File: config.mk
export PLATFORM = sky130hd
export DESIGN_NAME = load_store_unit
export DESIGN_NICKNAME = d
export VERILOG_FILES = /design/src/rtl/load_store_unit.sv
export SDC_FILE = /design/constraint.sdc
export NUM_CORES = 1
export LEC_CHECK = 0
export CAP_MARGIN = 20
export CORE_MARGIN = 5
export CORE_UTILIZATION = 41
export DETAILED_ROUTE_END_ITERATION = 8
export GPL_TIMING_DRIVEN = 1
export PLACE_DENSITY = 0.82
export SLEW_MARGIN = 25
export SYNTH_ARGS = -nofsm -noshare
export SYNTH_HDL_FRONTEND = slang
export SYNTH_SLANG_ARGS = --single-unit
File: constraint.sdc
create_clock -name clk_i -period 2.25 [get_ports clk_i]
set_input_delay 0.3375 -clock clk_i [delete_from_list [all_inputs] [get_ports clk_i]]
set_output_delay 0.3375 -clock clk_i [all_outputs]
set_load 0.05 [all_outputs]
File: src/rtl/load_store_unit.sv
// RV32I load/store adapter onto a full-word, byte-addressed RAM.
// Sub-word stores use read-modify-write; bad requests get an error response instead of a RAM access.
module load_store_unit #(
  parameter int unsigned MEM_SIZE = 16384
) (
  input  logic        clk_i,
  input  logic        rst_i,
  input  logic        req_valid_i,
  output logic        req_ready_o,
  input  logic        req_we_i,
  input  logic [2:0]  req_funct3_i,
  input  logic [31:0] req_addr_i,
  input  logic [31:0] req_wdata_i,
  output logic        resp_valid_o,
  output logic [31:0] resp_rdata_o,
  output logic [1:0]  resp_err_o,
  output logic [31:0] mem_addr_o,
  output logic        mem_read_o,
  output logic        mem_write_o,
  output logic [31:0] mem_wdata_o,
  input  logic [31:0] mem_rdata_i,
  output logic [2:0]  dbg_state_o
);

  // Handshake: a request is taken at a rising edge where req_valid_i && req_ready_o;
  // the response is a single-cycle resp_valid_o pulse that cannot be stalled.
  typedef enum logic [2:0] {IDLE, ACCESS, RMW_RD, RMW_WR, RESP} state_t;

  localparam logic [31:0] MAX_WORD = 32'(MEM_SIZE - 4);

  state_t      state_q;
  logic        we_q;
  logic [2:0]  funct3_q;
  logic [31:0] addr_q;
  logic [31:0] wdata_q;
  logic        resp_valid_q;
  logic [31:0] resp_rdata_q;
  logic [1:0]  resp_err_q;
  logic        mem_read_q;
  logic        mem_write_q;
  logic [31:0] mem_addr_q;
  logic [31:0] mem_wdata_q;

  logic [31:0] word_addr_d;
  logic        illegal_d;
  logic        misaligned_d;
  logic        out_of_range_d;
  logic [1:0]  err_d;

  function automatic logic [31:0] extract(input logic [2:0] f3, input logic [1:0] lane,
                                          input logic [31:0] w);
    logic [7:0]  b;
    logic [15:0] h;
    b = w[8*lane +: 8];
    h = lane[1] ? w[31:16] : w[15:0];
    case (f3)
      3'b000:  extract = {{24{b[7]}}, b};
      3'b001:  extract = {{16{h[15]}}, h};
      3'b100:  extract = {24'b0, b};
      3'b101:  extract = {16'b0, h};
      default: extract = w;
    endcase
  endfunction

  function automatic logic [31:0] merge(input logic [2:0] f3, input logic [1:0] lane,
                                        input logic [31:0] old, input logic [31:0] wd);
    logic [31:0] r;
    r = old;
    if (f3 == 3'b000) r[8*lane +: 8] = wd[7:0];
    else if (lane[1]) r[31:16] = wd[15:0];
    else              r[15:0]  = wd[15:0];
    merge = r;
  endfunction

  always_comb begin
    word_addr_d    = {req_addr_i[31:2], 2'b00};
    illegal_d      = req_we_i ? (req_funct3_i > 3'b010)
                              : !(req_funct3_i inside {3'b000, 3'b001, 3'b010, 3'b100, 3'b101});
    misaligned_d   = ((req_funct3_i[1:0] == 2'b01) && req_addr_i[0]) ||
                     ((req_funct3_i[1:0] == 2'b10) && (req_addr_i[1:0] != 2'b00));
    out_of_range_d = word_addr_d > MAX_WORD;
    if (illegal_d)           err_d = 2'b11;
    else if (misaligned_d)   err_d = 2'b01;
    else if (out_of_range_d) err_d = 2'b10;
    else                     err_d = 2'b00;
  end

  always_ff @(posedge clk_i) begin
    if (rst_i) begin
      state_q      <= IDLE;
      we_q         <= 1'b0;
      funct3_q     <= 3'b0;
      addr_q       <= 32'b0;
      wdata_q      <= 32'b0;
      resp_valid_q <= 1'b0;
      resp_rdata_q <= 32'b0;
      resp_err_q   <= 2'b0;
      mem_read_q   <= 1'b0;
      mem_write_q  <= 1'b0;
      mem_addr_q   <= 32'b0;
      mem_wdata_q  <= 32'b0;
    end else begin
      // Strobes and response are asserted only for the one state that owns them.
      resp_valid_q <= 1'b0;
      mem_read_q   <= 1'b0;
      mem_write_q  <= 1'b0;
      mem_addr_q   <= 32'b0;
      mem_wdata_q  <= 32'b0;
      case (state_q)
        IDLE: begin
          if (req_valid_i) begin
            we_q         <= req_we_i;
            funct3_q     <= req_funct3_i;
            addr_q       <= req_addr_i;
            wdata_q      <= req_wdata_i;
            resp_rdata_q <= 32'b0;
            resp_err_q   <= err_d;
            if (err_d != 2'b00) begin
              resp_valid_q <= 1'b1;
              state_q      <= RESP;
            end else if (req_we_i && (req_funct3_i != 3'b010)) begin
              mem_read_q <= 1'b1;
              mem_addr_q <= word_addr_d;
              state_q    <= RMW_RD;
            end else begin
              mem_read_q  <= !req_we_i;
              mem_write_q <= req_we_i;
              mem_addr_q  <= word_addr_d;
              mem_wdata_q <= req_we_i ? req_wdata_i : 32'b0;
              state_q     <= ACCESS;
            end
          end
        end
        ACCESS: begin
          if (!we_q) resp_rdata_q <= extract(funct3_q, addr_q[1:0], mem_rdata_i);
          resp_valid_q <= 1'b1;
          state_q      <= RESP;
        end
        RMW_RD: begin
          mem_write_q <= 1'b1;
          mem_addr_q  <= {addr_q[31:2], 2'b00};
          mem_wdata_q <= merge(funct3_q, addr_q[1:0], mem_rdata_i, wdata_q);
          state_q     <= RMW_WR;
        end
        RMW_WR: begin
          resp_valid_q <= 1'b1;
          state_q      <= RESP;
        end
        RESP: begin
          resp_rdata_q <= 32'b0;
          resp_err_q   <= 2'b0;
          state_q      <= IDLE;
        end
        default: state_q <= IDLE;
      endcase
    end
  end

  assign req_ready_o  = (state_q == IDLE) && !rst_i;
  assign resp_valid_o = resp_valid_q;
  assign resp_rdata_o = resp_rdata_q;
  assign resp_err_o   = resp_err_q;
  assign mem_addr_o   = mem_addr_q;
  assign mem_read_o   = mem_read_q;
  assign mem_write_o  = mem_write_q;
  assign mem_wdata_o  = mem_wdata_q;
  assign dbg_state_o  = state_q;

endmodule
==> impl_metrics.env, run 1 <==
export IMPL_cp_arrival_ns=1.85
export IMPL_finClkSkew_ns=0.00860
export IMPL_slew_headroom=0.579
export IMPL_endpoint_kind="output port"
export IMPL_crit_required_ns=1.91
export IMPL_p_per_area_mw_per_mm2=713
export IMPL_synthCells=687
export IMPL_n_antenna_cell=0
export IMPL_row_count=45
export IMPL_cp_cell_sequence="clkdlybuf4s50_1"
export IMPL_final_setup_viol_count=0
export IMPL_holdPathStages=2
export IMPL_vias_per_cell=5.44
export IMPL_swShare=0.247
export IMPL_routed_wl_mm=19.7
export IMPL_worst_r2r_endpoint="resp_rdata_o[24]"
export IMPL_grt_pass1_wl_mm=30.7
export IMPL_outcome="completed"
export IMPL_path_buf_inv=1
export IMPL_finalHoldViolCount=0
export IMPL_worst_setup_path_start_kind="register"
export IMPL_synthesis_area_sq_mm=0.00630
export IMPL_p_leak_nw=3.62
export IMPL_utilization=0.612
export IMPL_final_nets=999
export IMPL_power_frac_clock=0.449
export IMPL_yosysSeqAreaShare=0.489
export IMPL_rsz0062_at_grt="no"
export IMPL_yosys_area_top_type="dfxtp_1"
export IMPL_post_drt_wl_per_cell_um=18.0
export IMPL_p_int_w=0.00497
export IMPL_startpoint="dbg_state_o[1]"
export IMPL_synthArstFlopShare=0
export IMPL_initial_utilization=0.416
export IMPL_rr_worst_depth=6
export IMPL_hpwl_mm=14.4
export IMPL_yosys_warnings=0
export IMPL_max_stage_delay_ns=0.88
export IMPL_cts_clk_slew_worst_paths_ns=0.06
export IMPL_cts_buffer_depth=2
export IMPL_routabilityCongestion=0.843
export IMPL_slowest_stage="clkdlybuf4s50_1"
export IMPL_worst_setup_path_type="reg -> out"
export IMPL_tightest_slew_ns=0.632
export IMPL_drive_above_1_share=0.0985
export IMPL_grt_usage=0.216
export IMPL_avgSynthCellArea_sq_um=9.17
export IMPL_maxCapViolations=0
export IMPL_drt_initial_drc_count=470
export IMPL_syn_to_final_growth_pct=47.0
export IMPL_setup_worst_path_end="dbg_state_o[1]"
export IMPL_cts_tree="done"
export IMPL_io_buffers=205
export IMPL_timing_final_crit_share=0.974
export IMPL_cts_sinks=154
export IMPL_core_region_area_sq_mm=0.0151
export IMPL_io_pins=208
export IMPL_drv_slew=0
export IMPL_drc=0
export IMPL_cp_num_cells=1
export IMPL_post_cts_resized=0
export IMPL_path_max_fanout=8
export IMPL_ant_nets=0
export IMPL_yosys_top_cells_area="dfxtp_1 49%, nand2_1 8.2%, a21oi_1 5.7%"
export IMPL_die_w_um=134
export IMPL_cts_root_buf="clkbuf_16"
export IMPL_fmax_mhz=456
export IMPL_synth_top_area_share=0.489
export IMPL_grt_max_degree=47
export IMPL_clk_latency_ns=0.43
export IMPL_crit_family="buffers and inverters"
export IMPL_hp_class="in -> reg"
export IMPL_power_frac_comb=0.121
export IMPL_min_period_ns=2.19
export IMPL_ys_seq_elements=154
export IMPL_power_switching_w=0.00163
export IMPL_synth_common_cells="154 x dfxtp_1, 138 x nand2_1, 72 x a21oi_1"
export IMPL_first_global_vias=5834
export IMPL_synth_most_common_cell="dfxtp_1"
export IMPL_post_synth_num_cell_types=55
export IMPL_overflow=0
export IMPL_die_h_um=134
export IMPL_antenna_found_initial=0
export IMPL_r2r_slack_ns=0.21
export IMPL_irDropWorstVdd_mv=0.530
export IMPL_pwr_share_seq=0.429
export IMPL_finalPower_w=0.00660
export IMPL_synth_flop_cell="dfxtp_1"
export IMPL_cts_buffers=17
export IMPL_die_area_sq_mm=0.0179
export IMPL_vias=5940
export IMPL_cts_max_level=4
export IMPL_drtPass1Iterations=5
export IMPL_synth_edf_count=0
export IMPL_r2r_start="addr_q[1]"
per-layer routing:
| layer | track usage | wire (um) | share of wire |
|---|---|---|---|
| met3 | 0.0656 | 1490 | 0.076 |
| met5 | 0 | 0 | 0 |
| met2 | 0.352 | 9480 | 0.48 |
| met4 | 0.0846 | 500 | 0.025 |
| met1 | 0.269 | 8240 | 0.42 |
how the worst min path moves through the flow:
stage                     startpoint        endpoint  slack (ns)
after floorplan           addr_q[10]  mem_addr_o[10]        0.42
after global placement     addr_q[2]   mem_addr_o[2]        0.43
after detailed placement   addr_q[9]   mem_addr_o[9]        0.44
after CTS                      rst_i      wdata_q[1]        0.27
after global routing           rst_i      wdata_q[1]        0.28
final                          rst_i      wdata_q[1]        0.28
power by group through the flow:
stage / Combinational [W] / Clock [W] / Sequential (W)
4_1_cts: 0.000792 / 0.00302 / 0.00283
5_1_grt: 0.000861 / 0.00315 / 0.00284
6_report: 0.000801 / 0.00297 / 0.00283
3_3_place_gp: 0.000777 / 0 / 0.00289
2_1_floorplan: 0.000407 / 0 / 0.00289
3_5_place_dp: 0.000786 / 0 / 0.00289
placed cells by master (no fill, tap or decap), types with 18 or more instances in the layout:
| cell | instances |
|---|---|
| buf_4 | 25 |
| a21o_1 | 18 |
| inv_1 | 23 |
| dfxtp_1 | 154 |
| a21oi_1 | 71 |
| mux2i_1 | 18 |
| nand2_1 | 138 |
| clkdlybuf4s50_1 | 203 |
| and2_1 | 19 |
| o21ai_0 | 19 |
state kept, by name, indices dropped and copies added (netlist names), 2 cells and up:
name	count
addr_q	32
dbg_state_o	3
funct3_q	3
mem_addr_o	30
mem_wdata_o	32
resp_err_o	2
resp_rdata_o	32
wdata_q	16
kinds of logic (layout without fill, tap and decap cells):
| logic type | Yosys count | count (layout) | share of synthesized area |
|---|---|---|---|
| fa+ha+maj | 5 | 5 | 0.00993 |
| buf+inv | 73 | 289 | 0.0514 |
| flops | 154 | 154 | 0.489 |
| other cells | 1 | 2 | 0.000595 |
| mux | 28 | 28 | 0.0483 |
| compound gates | 213 | 213 | 0.239 |
| simple gates | 213 | 213 | 0.162 |
metrics by stage:
stage          setup WS (ns)  TNS, ns  area (sq um)  hold WS, ns  std cells
3_5_place_dp         -0.0156  -0.0617          8620        0.442       1059
4_1_cts               0.0529        0          9240        0.270       1091
5_1_grt               0.0154        0          9260        0.283       1092
3_3_place_gp         0.00823        0          8620        0.428       1059
6_report              0.0576        0          9260        0.279       1092
2_1_floorplan          0.144        0          6300        0.425        688
final cells by class:
class	instances	area [sq um]
fill	1251	5880
clock buffer	20	457
clock inverter	12	164
sequential	154	3080
tap	188	235
multi-input combinational	461	2910
timing repair buffer	234	2320
inverter	23	86.3
timing repair:
item | 4_1_cts | 5_1_grt
setup buffers | 0 | 1
endpoints found under the setup margin | 0 | 16
hold buffers | 0 | 0
Power figures use the tool's default switching activity.
==> run 2: changes to the inputs <==
--- a/config.mk
+++ b/config.mk
@@ -6,11 +6,12 @@
 export NUM_CORES = 1
 export LEC_CHECK = 0
 export CAP_MARGIN = 20
+export CORE_ASPECT_RATIO = 0.7
 export CORE_MARGIN = 5
-export CORE_UTILIZATION = 41
+export CORE_UTILIZATION = 42
 export DETAILED_ROUTE_END_ITERATION = 8
 export GPL_TIMING_DRIVEN = 1
-export PLACE_DENSITY = 0.82
+export PLACE_DENSITY = 0.83
 export SLEW_MARGIN = 25
 export SYNTH_ARGS = -nofsm -noshare
 export SYNTH_HDL_FRONTEND = slang
==> run 2 against run 1 <==
  * Highest routed layer unchanged
  * Critical endpoint unchanged
  * Total power increased by 1.2%
  * Fmax rose by 0.79%
  * Critical path type unchanged
  * Hold slack worse by 0.030 ns
==> impl_metrics.env, run 2 (synthesized netlist as in run 1, its figures left out) <==
export IMPL_outcome="completed"
export IMPL_slew_headroom=0.424
export IMPL_initial_utilization=0.428
export IMPL_io_pins=208
export IMPL_max_stage_delay_ns=0.89
export IMPL_multi_input_area_sq_mm=0.00292
export IMPL_cp_cell_sequence="clkdlybuf4s50_1"
export IMPL_drt_initial_drc_count=535
export IMPL_ant_nets=0
export IMPL_whs_ns=0.250
export IMPL_vias=5990
export IMPL_die_area_sq_mm=0.0176
export IMPL_final_setup_worst_slack_ns=0.0748
export IMPL_cp_num_cells=1
export IMPL_syn_to_final_growth_pct=46.9
export IMPL_clk_latency_ns=0.42
export IMPL_tns_ns=0
export IMPL_rr_worst_depth=5
export IMPL_row_count=37
export IMPL_register_area_sq_mm=0.00308
export IMPL_cts_max_level=4
export IMPL_io_buffers=205
export IMPL_fmax_mhz=460
export IMPL_drtPass1Iterations=5
export IMPL_n_antenna_cell=0
export IMPL_cts_buffers=17
export IMPL_dp_slack_ns=-0.0477
export IMPL_layout_commonest_cell="clkdlybuf4s50_1"
export IMPL_post_drt_wl_per_cell_um=18.2
export IMPL_holdPathStages=2
export IMPL_maxCapViolations=0
export IMPL_grt_max_degree=48
export IMPL_worst_setup_path_start_kind="register"
export IMPL_slowest_stage="clkdlybuf4s50_1"
export IMPL_p_leak_nw=3.62
export IMPL_final_nets=999
export IMPL_final_setup_viol_count=0
export IMPL_first_global_vias=5814
export IMPL_crit_required_ns=1.91
export IMPL_grt_usage=0.222
export IMPL_endpoint_kind="output port"
export IMPL_core_region_area_sq_mm=0.0147
export IMPL_cts_clk_slew_worst_paths_ns=0.06
export IMPL_fillers=1253
export IMPL_path_max_fanout=8
export IMPL_routabilityCongestion=0.856
export IMPL_timing_final_crit_share=0.967
export IMPL_cts_buffer_depth=2
export IMPL_irDropWorstVdd_mv=0.563
export IMPL_p_per_area_mw_per_mm2=722
export IMPL_hpwl_mm=14.8
export IMPL_worst_setup_path_type="reg -> out"
export IMPL_cts_root_buf="clkbuf_16"
export IMPL_overflow=0
export IMPL_drive_above_1_share=0.101
export IMPL_cts_sinks=154
export IMPL_antenna_found_initial=0
export IMPL_crit_family="buffers and inverters"
export IMPL_die_h_um=112
export IMPL_drv_slew=0
export IMPL_routed_wl_mm=20.1
export IMPL_cp_arrival_ns=1.84
export IMPL_die_w_um=156
export IMPL_cts_setup_buffers=0
export IMPL_grt_pass1_wl_mm=31.0
export IMPL_cts_tree="done"
export IMPL_tightest_slew_ns=0.861
export IMPL_cts_hold_buf=0
export IMPL_path_buf_inv=1
export IMPL_min_period_ns=2.18
export IMPL_vias_per_cell=5.45
export IMPL_finalHoldViolCount=0
export IMPL_hp_class="in -> reg"
export IMPL_drc=0
export IMPL_rsz0062_at_grt="no"
export IMPL_post_cts_resized=0
export IMPL_layout_common_cells="203 x clkdlybuf4s50_1, 154 x dfxtp_1, 138 x nand2_1, 71 x a21oi_1, 27 x buf_4"
export IMPL_finClkSkew_ns=0.0122
## run 2: path summary, 6_finish.rpt
| path | end | slack (ns) | from |
|---|---|---|---|
| min | dbg_state_o[2] | 0.25 | rst_i |
| max reg2reg | resp_rdata_o[31] | 0.12 | addr_q[1] |
| max | dbg_state_o[1] | 0.07 | dbg_state_o[1] |
| min reg2reg | mem_addr_o[16] | 0.45 | addr_q[16] |
## run 2: layout make-up
class                      instances  share of cell area
clock buffer                      17              0.0460
clock inverter                    15              0.0215
inverter                          23             0.00933
multi-input combinational        461               0.315
sequential                       154               0.333
tap                              195              0.0264
timing repair buffer             234               0.248
## run 2: worst reg2reg max path, cell delays in order (launching register included)
cell     delay (ns)
dfxtp_1        0.33
buf_4          0.39
mux2_2         0.28
mux2i_1        0.10
nor4b_4        0.74
a221o_1        0.23
## run 2: report_power, final
part | internal [W] | total (W) | switching, W
logic | 0.000367 | 0.000810 | 0.000443
clock network | 0.00179 | 0.00304 | 0.00125
registers | 0.00279 | 0.00283 | 0.0000480
## run 2: metrics by stage
step                      instances   util  power [W]  area, sq um
after global placement         1067  0.586    0.00367         8630
final                          1099  0.629    0.00668         9260
after detailed placement       1067  0.586    0.00368         8630
after global routing           1099  0.629    0.00694         9260
after CTS                      1099  0.628    0.00672         9250
after floorplan                 688      -    0.00330         6300
## run 2: metal layers
metal | wire length, um | global-route usage | vias to the layer above | part of all wire
li1 | - | - | 2868 | -
met2 | 8490 | 0.321 | 271 | 0.42
met5 | 0 | 0 | - | 0
met4 | 246 | 0.0636 | 0 | 0.012
met1 | 9100 | 0.311 | 2828 | 0.45
met3 | 2210 | 0.0829 | 23 | 0.11
==> run 3: changes to the inputs <==
--- a/config.mk
+++ b/config.mk
@@ -7,11 +7,12 @@
 export LEC_CHECK = 0
 export CAP_MARGIN = 20
 export CORE_ASPECT_RATIO = 0.7
-export CORE_MARGIN = 5
 export CORE_UTILIZATION = 42
 export DETAILED_ROUTE_END_ITERATION = 8
 export GPL_TIMING_DRIVEN = 1
+export HOLD_SLACK_MARGIN = 0.06
 export PLACE_DENSITY = 0.83
+export SETUP_SLACK_MARGIN = 0.1
 export SLEW_MARGIN = 25
 export SYNTH_ARGS = -nofsm -noshare
 export SYNTH_HDL_FRONTEND = slang
==> run 3 against run 2 <==
  * Via count decreased by 0.88%
  * Die area decreased by 12%
  * Setup slack improved by 0.042 ns
  * Combinational power decreased by 0.7%
  * Sequential cell count unchanged
  * First-iteration DRC count decreased by 16%
  * Clock power decreased by 7.9%
  * Total power decreased by 3.7%
  * Design area decreased by 0.38%
  * Critical endpoint is now mem_wdata_o[22]
  * Highest routed layer unchanged
==> impl_metrics.env, run 3 (synthesized netlist as in run 1, its figures left out) <==
export IMPL_outcome="completed"
export IMPL_layout_common_cells="200 x clkdlybuf4s50_1, 154 x dfxtp_1, 138 x nand2_1, 71 x a21oi_1, 26 x buf_4"
export IMPL_path_buf_inv=1
export IMPL_max_stage_delay_ns=0.43
export IMPL_core_region_area_sq_mm=0.0147
export IMPL_post_drt_wl_per_cell_um=17.6
export IMPL_routabilityCongestion=0.885
export IMPL_cts_buffer_depth=2
export IMPL_p_leak_nw=3.63
export IMPL_grt_pass1_wl_mm=29.9
export IMPL_hpwl_mm=14.0
export IMPL_grt_usage=0.250
export IMPL_ant_nets=0
export IMPL_slew_headroom=0.549
export IMPL_row_count=37
export IMPL_maxCapViolations=0
export IMPL_vias=5937
export IMPL_finClkSkew_ns=0.00995
export IMPL_cts_hold_buf=0
export IMPL_final_setup_viol_count=0
export IMPL_crit_family="compound AO/OA/AOI/OAI gates"
export IMPL_crit_required_ns=2.61
export IMPL_cts_root_buf="clkbuf_16"
export IMPL_worst_setup_path_start_kind="register"
export IMPL_die_w_um=148
export IMPL_swShare=0.268
export IMPL_tightest_slew_ns=0.677
export IMPL_min_period_ns=2.13
export IMPL_drv_slew=0
export IMPL_initial_utilization=0.429
export IMPL_drtPass1Iterations=5
export IMPL_clk_latency_ns=0.41
export IMPL_routed_wl_mm=19.3
export IMPL_slowest_stage="or3b_2"
export IMPL_overflow=0
export IMPL_cts_sinks=154
export IMPL_p_int_w=0.00471
export IMPL_cts_max_level=4
export IMPL_r2r_slack_ns=0.12
export IMPL_grt_max_degree=55
export IMPL_cp_arrival_ns=2.49
export IMPL_irDropWorstVdd_mv=0.542
export IMPL_layout_commonest_cell="clkdlybuf4s50_1"
export IMPL_finalHoldViolCount=0
export IMPL_whs_ns=0.222
export IMPL_cp_cell_sequence="inv_1 -> ha_4 -> or3b_2 -> o31a_1 -> o22ai_1 -> a21o_1"
export IMPL_endpoint_kind="register"
export IMPL_power_frac_comb=0.125
export IMPL_first_global_vias=5619
export IMPL_fillers=1238
export IMPL_power_frac_clock=0.435
export IMPL_cts_clk_slew_worst_paths_ns=0.07
export IMPL_die_h_um=104
export IMPL_vias_per_cell=5.41
export IMPL_io_pins=208
export IMPL_path_max_fanout=8
export IMPL_cts_buffers=17
export IMPL_final_nets=998
export IMPL_drive_above_1_share=0.101
export IMPL_multi_input_area_sq_mm=0.00293
export IMPL_io_buffers=205
export IMPL_pwr_share_seq=0.440
export IMPL_cts_tree="done"
export IMPL_power_switching_w=0.00172
export IMPL_p_per_area_mw_per_mm2=698
export IMPL_hp_class="in -> reg"
export IMPL_rsz0062_at_grt="yes"
export IMPL_die_area_sq_mm=0.0155
export IMPL_n_antenna_cell=0
export IMPL_drt_initial_drc_count=450
export IMPL_fmax_mhz=469
export IMPL_drc=0
export IMPL_register_area_sq_mm=0.00308
export IMPL_syn_to_final_growth_pct=46.4
export IMPL_timing_final_crit_share=0.948
export IMPL_antenna_found_initial=0
export IMPL_utilization=0.628
export IMPL_worst_setup_path_type="reg -> reg"
-- run 3: cell types whose count changed in the layout (fill, tap and decap cells not counted), moves of 2 or more --
| cell | before | now |
|---|---|---|
| clkinvlp_4 | 1 | 5 |
| dlymetal6s2s_1 | 0 | 3 |
| clkdlybuf4s50_1 | 203 | 200 |
| bufinv_16 | 3 | 1 |
-- run 3: timing repair --
item                                    4_1_cts  5_1_grt
pin swaps                                     1        2
buffers inserted                              2        0
endpoints found under the setup margin       10       10
resized for setup                             1        4
-- run 3: worst paths after layout --
kind,startpoint,endpoint,cells past startpoint
setup / recovery,addr_q[1],mem_wdata_o[22],6
hold / removal,rst_i,dbg_state_o[2],2
setup reg to reg,addr_q[1],mem_wdata_o[22],6
hold reg to reg,addr_q[31],mem_addr_o[31],1
-- run 3: routing by layer --
layer  up-vias  share of wire  global-route usage
met2       256           0.43               0.365
met1      2810           0.47               0.358
met3        15          0.089              0.0724
li1       2856              -                   -
met4         0         0.0079              0.0582
met5         -              0                   0
-- run 3: final cells by class --
type,instances,share of cell area
sequential,154,0.334
multi-input combinational,461,0.318
timing repair buffer,233,0.249
clock buffer,17,0.0461
tap,195,0.0265
clock inverter,15,0.0164
inverter,23,0.00936
-- run 3: stage by stage --
stage | TNS, ns | worst slack (ns) | cells | power, W | cell area, sq um
global route | 0 | 0.0434 | 1098 | 0.00668 | 9220
CTS | 0 | 0.111 | 1098 | 0.00647 | 9200
detailed placement | -3.62 | -0.120 | 1064 | 0.00368 | 8600
finish | 0 | 0.117 | 1098 | 0.00644 | 9220
global placement | -1.75 | -0.0872 | 1064 | 0.00367 | 8600
floorplan | 0 | 0.144 | 688 | 0.00330 | 6300
-- run 3: worst reg2reg max path: cells and delay by family (launching register included) --
family / cells / cell delay [ns]
compound gates: 3 / 0.84
fa+ha+maj: 1 / 0.33
buf+inv: 1 / 0.15
flops: 1 / 0.33
simple gates: 1 / 0.44
-- run 3: power groups by stage --
stage / clock [W] / sequential, W / combinational (W)
after floorplan: 0 / 0.00289 / 0.000407
after global placement: 0 / 0.00289 / 0.000776
after detailed placement: 0 / 0.00289 / 0.000785
after CTS: 0.00284 / 0.00283 / 0.000790
after global routing: 0.00297 / 0.00284 / 0.000870
final: 0.00280 / 0.00283 / 0.000804
